### src/rtl/dmem_lsu.sv
// rtl/dmem_lsu.sv - load/store unit bridging decode strobes to a single-outstanding req/gnt/rvalid bus
module dmem_lsu #(
    parameter int AWIDTH  = 32,
    parameter int DWIDTH  = 32,
    parameter int TIMEOUT = 255
) (
    input  logic              clk,
    input  logic              rst,
    input  logic              req_valid,
    input  logic              req_wr,
    input  logic              req_rd,
    input  logic [2:0]        req_func3,
    input  logic [AWIDTH-1:0] req_addr,
    input  logic [DWIDTH-1:0] req_wdata,
    output logic              stall,
    output logic              resp_valid,
    output logic [1:0]        resp_err,
    output logic [DWIDTH-1:0] resp_rdata,
    output logic              mem_req,
    output logic              mem_we,
    output logic [3:0]        mem_be,
    output logic [AWIDTH-1:0] mem_addr,
    output logic [DWIDTH-1:0] mem_wdata,
    input  logic              mem_gnt,
    input  logic              mem_rvalid,
    input  logic [DWIDTH-1:0] mem_rdata
);

    typedef enum logic [1:0] {IDLE, REQ, WAIT_R, DONE} state_t;

    localparam int CW = (TIMEOUT < 2) ? 1 : $clog2(TIMEOUT + 1);
    localparam logic [CW-1:0] TMO_LAST = CW'(TIMEOUT - 1);

    state_t            state;
    logic [CW-1:0]     tmo_cnt;
    logic [1:0]        addr_lo;
    logic [2:0]        func3_q;
    logic              is_load;
    logic              gnt_q;
    logic              rvalid_q;
    logic [DWIDTH-1:0] rdata_q;

    logic              func3_ok;
    logic              illegal;
    logic              misaligned;
    logic [3:0]        be_n;
    logic [DWIDTH-1:0] wdata_n;
    logic [7:0]        lane_byte;
    logic [15:0]       lane_half;
    logic [DWIDTH-1:0] load_ext;
    logic              tmo_hit;

    assign stall   = req_valid & ~resp_valid;
    assign tmo_hit = (tmo_cnt == TMO_LAST);

    always_comb begin
        func3_ok = 1'b0;
        case (req_func3)
            3'b000, 3'b001, 3'b010: func3_ok = 1'b1;
            3'b100, 3'b101:         func3_ok = ~req_wr;
            default:                func3_ok = 1'b0;
        endcase
        illegal    = (req_wr & req_rd) | ~func3_ok;
        misaligned = ((req_func3[1:0] == 2'b01) && req_addr[0]) ||
                     ((req_func3[1:0] == 2'b10) && (req_addr[1:0] != 2'b00));
        be_n    = 4'b1111;
        wdata_n = req_wdata;
        case (req_func3[1:0])
            2'b00: begin
                be_n    = 4'b0001 << req_addr[1:0];
                wdata_n = {4{req_wdata[7:0]}};
            end
            2'b01: begin
                be_n    = req_addr[1] ? 4'b1100 : 4'b0011;
                wdata_n = {2{req_wdata[15:0]}};
            end
            default: begin
                be_n    = 4'b1111;
                wdata_n = req_wdata;
            end
        endcase
    end

    // Lane select uses the request's byte offset latched at accept time.
    always_comb begin
        lane_byte = rdata_q[7:0];
        case (addr_lo)
            2'd0: lane_byte = rdata_q[7:0];
            2'd1: lane_byte = rdata_q[15:8];
            2'd2: lane_byte = rdata_q[23:16];
            2'd3: lane_byte = rdata_q[31:24];
            default: lane_byte = rdata_q[7:0];
        endcase
        lane_half = addr_lo[1] ? rdata_q[31:16] : rdata_q[15:0];
        case (func3_q)
            3'b000:  load_ext = {{24{lane_byte[7]}}, lane_byte};
            3'b100:  load_ext = {24'd0, lane_byte};
            3'b001:  load_ext = {{16{lane_half[15]}}, lane_half};
            3'b101:  load_ext = {16'd0, lane_half};
            default: load_ext = rdata_q;
        endcase
    end

    always_ff @(posedge clk or posedge rst) begin
        if (rst) begin
            state      <= IDLE;
            tmo_cnt    <= '0;
            addr_lo    <= 2'b00;
            func3_q    <= 3'b000;
            is_load    <= 1'b0;
            gnt_q      <= 1'b0;
            rvalid_q   <= 1'b0;
            rdata_q    <= '0;
            resp_valid <= 1'b0;
            resp_err   <= 2'b00;
            resp_rdata <= '0;
            mem_req    <= 1'b0;
            mem_we     <= 1'b0;
            mem_be     <= 4'b0000;
            mem_addr   <= '0;
            mem_wdata  <= '0;
        end else begin
            resp_valid <= 1'b0;
            // Bus responses are registered; the FSM acts on them one cycle later.
            gnt_q      <= mem_gnt & mem_req;
            rvalid_q   <= mem_rvalid;
            rdata_q    <= mem_rdata;
            case (state)
                IDLE: begin
                    if (req_valid && (req_wr || req_rd)) begin
                        if (illegal) begin
                            resp_err   <= 2'b11;
                            resp_valid <= 1'b1;
                            state      <= DONE;
                        end else if (misaligned) begin
                            resp_err   <= 2'b01;
                            resp_valid <= 1'b1;
                            state      <= DONE;
                        end else begin
                            addr_lo   <= req_addr[1:0];
                            func3_q   <= req_func3;
                            is_load   <= ~req_wr;
                            mem_req   <= 1'b1;
                            mem_we    <= req_wr;
                            mem_be    <= be_n;
                            mem_addr  <= {req_addr[AWIDTH-1:2], 2'b00};
                            mem_wdata <= wdata_n;
                            tmo_cnt   <= '0;
                            state     <= REQ;
                        end
                    end
                end
                REQ: begin
                    tmo_cnt <= tmo_cnt + CW'(1);
                    if (mem_req && mem_gnt) begin
                        mem_req <= 1'b0;
                    end
                    if (gnt_q) begin
                        if (is_load) begin
                            state <= WAIT_R;
                        end else begin
                            resp_err   <= 2'b00;
                            resp_valid <= 1'b1;
                            state      <= DONE;
                        end
                    end else if (tmo_hit) begin
                        mem_req    <= 1'b0;
                        resp_err   <= 2'b10;
                        resp_valid <= 1'b1;
                        state      <= DONE;
                    end
                end
                WAIT_R: begin
                    tmo_cnt <= tmo_cnt + CW'(1);
                    if (rvalid_q) begin
                        resp_rdata <= load_ext;
                        resp_err   <= 2'b00;
                        resp_valid <= 1'b1;
                        state      <= DONE;
                    end else if (tmo_hit) begin
                        resp_err   <= 2'b10;
                        resp_valid <= 1'b1;
                        state      <= DONE;
                    end
                end
                DONE: begin
                    state <= IDLE;
                end
                default: begin
                    state <= IDLE;
                end
            endcase
        end
    end

endmodule

### config.mk
export PLATFORM = sky130hd
export DESIGN_NAME = dmem_lsu
export DESIGN_NICKNAME = d
export VERILOG_FILES = /design/src/rtl/dmem_lsu.sv
export SDC_FILE = /design/constraint.sdc
export NUM_CORES = 1
export LEC_CHECK = 0
export CAP_MARGIN = 25
export CORE_UTILIZATION = 46
export CTS_BUF_LIST = sky130_fd_sc_hd__clkbuf_16
export DETAILED_ROUTE_END_ITERATION = 16
export PLACE_DENSITY = 0.92
export RECOVER_POWER = 50
export SLEW_MARGIN = 20
export SYNTH_ARGS = -nofsm -noshare
export SYNTH_HDL_FRONTEND = slang
export SYNTH_SLANG_ARGS = --single-unit
### constraint.sdc
create_clock -name clk -period 5.5 [get_ports clk]
set_input_delay 0.825 -clock clk [delete_from_list [all_inputs] [get_ports clk]]
set_output_delay 0.825 -clock clk [all_outputs]
set_load 0.01 [all_outputs]
==> metrics.yaml <==
p_sw_mw: 1.696
rsz0062_at_grt: "no"
average_cell_area_after_synthesis_um2: 9.604
detail_route.iter0.violations: 500
globalRouteOverflowTotal: 0
critPathLaunchType: "input pin"
layout.area.seq_mm2: 0.003829
crit_required_ns: 5.76
cts_max_level: 4
grt_antenna_before_repair: 0
synth.ff_latch_count: 153
synth_edf_count: 0
grt_first_pass_wirelength_mm: 28.48
timing.max_slew.rel_slack_pct: -28.59
tightestPinTransition_ns: 1.918
dieWidth_um: 121.2
clkPwrFrac_pct: 22.2
p_comb_share_pct: 40.4
cts_resized: 0
clock.fmax_mhz: 281.1
slowest_delay_ns: 1.28
final_antenna_net_count: 0
startpoint_of_the_worst_register_to_register_path: "state[0]"
insertion_delay_ns: 0.41
routed-via-count: 5698
power.share.sequential_pct: 37.5
synth_area_leader_cell: "sky130_fd_sc_hd__dfrtp_1"
dp.final_hpwl_mm: 12.46
starting_density_of_the_core_pct: 47.12
antenna_cells: 0
leakage_nw: 4.266
cp_max_fo: 64
power.internal_mw: 3.186
synth_top_cells_by_count: "sky130_fd_sc_hd__nand2_1 (197), sky130_fd_sc_hd__dfrtp_1 (153), sky130_fd_sc_hd__o21ai_0 (62)"
drt-pass1-iter-count: 5
count_of_pins_over_their_slew_limit: 108
share_of_final_layout_standard_cells_stronger_than_drive_strength_1_pct: 5.281
regToRegEndpoint: "mem_req"
vdd_drop_max_uv: 380.4
finalClockSkew_ns: 0.005804
netlist-cell-type-count: 45
cp_data_arrival_time_ns: 3.81
clock_tree_sinks: 153
power.total_mw: 4.883
final_layout_fill_cell_count: 1069
synthDominantCellAreaShare_pct: 58.54
timing_worst_setup_path_type: "input pin to async pin"
area_growth_pct: 42.51
count_of_input_and_output_buffers: 209
die_area_mm2: 0.01470
place.gp.congestion: 0.8813
count_of_standard_cell_rows: 43
holdPathStages: 2
multiInputGateArea_mm2: 0.002474
post_synth_main_area_contributors: "sky130_fd_sc_hd__dfrtp_1 (59%), sky130_fd_sc_hd__nand2_1 (11%), sky130_fd_sc_hd__o21ai_0 (4.7%)"
worst_hold_path.endpoint: "mem_addr[4]"
synth.most_common_cell: "sky130_fd_sc_hd__nand2_1"
hold_path.class: "register to register"
finalSetupViolCount: 0
final-hold-violation-count: 0
hold_start: "mem_addr[4]"
async_flop_share_pct: 100.0
yosysSeqAreaShare_pct: 58.54
pin_count_of_the_biggest_net_entering_global_routing: 107
numCtsBuffers: 17
max_capacitance_violation_total: 2
tritoncts: "built"
timing.final.crit_period_ns: 3.558
post-cts-setup-buffer-count: 0
first_global_vias: 5622
r2r_slack_ns: 3.02
drc: 0
wl_per_cell_um: 17.12
cp_cell_sequence: "dlygate4sd3_1, clkinvlp_2, clkbuf_2"
clkSlewWorstSetupHoldPaths_ns: 0.06
cts-hold-fix-buffers: 0
power.share.switching_pct: 34.74
total_of_warnings_raised_by_yosys: 0
cts_buffer_depth: 2
netlist_area_mm2: 0.006540
routed_via_density: 5.325
synth-main-ff-cell: "sky130_fd_sc_hd__dfrtp_1"
critical-path-slowest-cell: "sky130_fd_sc_hd__clkbuf_2"
height_of_the_die_um: 121.2
syn_inst: 681
totalNegativeSetupSlack_ns: 0
crit_buf_inv: 3
grt_usage_pct: 25.65
worst_setup_path_end_kind: "async pin"
floorplan.io_pins: 212
part_of_the_cycle_the_worst_path_needs_pct: 64.69
crit_family: "buffers and inverters"
pwr_density_cell_mw_per_mm2: 523.9
failing_checks: "capacitance limit, slew limit"
outcome: "finished with violations"
clock_tree.root_cell: "sky130_fd_sc_hd__clkbuf_16"
core_area_mm2: 0.01388
nNetsFinal: 991
totalWireLength_mm: 18.32
rr_worst_depth: 8
[worst register-to-register path, delay by kind of cell (launching register included)]
kind,cells,cell delay (ns)
compound gates,1,0.17
flops,1,0.42
simple gates,3,0.96
fa+ha+maj,1,0.23
buf+inv,3,0.63
[placed cells by master, fill, tap and decap left out, types with 2 or more instances in the layout]
cell	n
sky130_fd_sc_hd__clkinv_1	4
sky130_fd_sc_hd__bufinv_16	2
sky130_fd_sc_hd__a21oi_1	28
sky130_fd_sc_hd__o22ai_1	7
sky130_fd_sc_hd__buf_8	2
sky130_fd_sc_hd__dfrtp_1	153
sky130_fd_sc_hd__nor2_1	33
sky130_fd_sc_hd__nand2b_1	5
sky130_fd_sc_hd__mux2_2	8
sky130_fd_sc_hd__o31ai_1	5
sky130_fd_sc_hd__clkdlybuf4s50_1	158
sky130_fd_sc_hd__conb_1	2
sky130_fd_sc_hd__clkbuf_16	17
sky130_fd_sc_hd__nand2_1	197
sky130_fd_sc_hd__and2_1	7
sky130_fd_sc_hd__nand3b_1	10
sky130_fd_sc_hd__buf_4	4
sky130_fd_sc_hd__dlygate4sd3_1	51
sky130_fd_sc_hd__clkinv_2	3
sky130_fd_sc_hd__nand3_1	36
sky130_fd_sc_hd__a22oi_1	2
sky130_fd_sc_hd__o21ai_0	62
sky130_fd_sc_hd__a31oi_1	11
sky130_fd_sc_hd__inv_1	21
sky130_fd_sc_hd__ha_1	7
sky130_fd_sc_hd__mux2i_1	25
[per-stage QoR]
| step | hold WS, ns | cells | utilization, % | cell area (µm²) | setup slack, ns |
|---|---|---|---|---|---|
| after floorplan | 0.4598 | 682 | - | 6544 | 0.5536 |
| after global placement | 0.4566 | 1035 | 62.86 | 8726 | 1.849 |
| after detailed placement | 0.4628 | 1035 | 62.86 | 8726 | 1.690 |
| after CTS | 0.4773 | 1066 | 66.77 | 9269 | 2.128 |
| after global routing | 0.5003 | 1070 | 67.14 | 9320 | 1.370 |
| final | 0.4760 | 1070 | 67.14 | 9320 | 1.942 |
[worst max-delay path by stage]
stage | to | startpoint | slack, ns | cells after the start
after floorplan | addr_lo[0] | rst | 0.55 | 1
after global placement | func3_q[1] | req_func3[1] | 1.85 | 7
after detailed placement | mem_req | req_func3[1] | 1.69 | 7
after CTS | mem_wdata[31] | req_func3[1] | 2.13 | 7
after global routing | resp_rdata[20] | rst | 1.37 | 3
final | resp_rdata[19] | rst | 1.94 | 3
[state kept, by name, indices dropped and copies added (netlist names), 3 cells and up]
| register | flops |
|---|---|
| mem_wdata | 32 |
| resp_rdata | 32 |
| mem_be | 4 |
| mem_addr | 30 |
| func3_q | 3 |
| rdata_q | 32 |
| tmo_cnt | 8 |
[power by group through the flow]
| stage | clock network [mW] | registers, mW | logic [mW] |
|---|---|---|---|
| after global placement | 0 | 1.82 | 1.90 |
| final | 1.08 | 1.83 | 1.97 |
| after floorplan | 0 | 1.94 | 0.813 |
| after detailed placement | 0 | 1.83 | 1.97 |
| after CTS | 1.10 | 1.83 | 1.99 |
| after global routing | 1.15 | 1.88 | 2.16 |
[area by class of cell]
| class | instances | share of cell area, % |
|---|---|---|
| flip-flops and latches | 153 | 41.08 |
| multi-input cells | 470 | 26.54 |
| repair buffers | 217 | 23.36 |
| clock buffers | 17 | 4.564 |
| well taps | 180 | 2.416 |
| clock inverters | 14 | 1.262 |
| inverters | 19 | 0.7786 |
[kinds of logic (layout without fill, tap and decap cells)]
family                   after synthesis  after routing  share of synthesized area (%)
AND/OR/NAND/NOR                      297            297                          19.21
adder cells (fa/ha/maj)                7              7                          1.339
other                                  1              2                        0.05734
flip-flops                           153            153                          58.54
multiplexers                          34             34                          5.548
AO/OA/AOI/OAI                        130            130                          11.40
buffers and inverters                 59            267                          3.903
[metal layers]
layer	track usage, %	share of wire, %
met1	29.56	39
met2	43.36	50
met3	9.680	9.3
met4	9.336	2.4
met5	0	0
(Power assumes the default switching activity.)
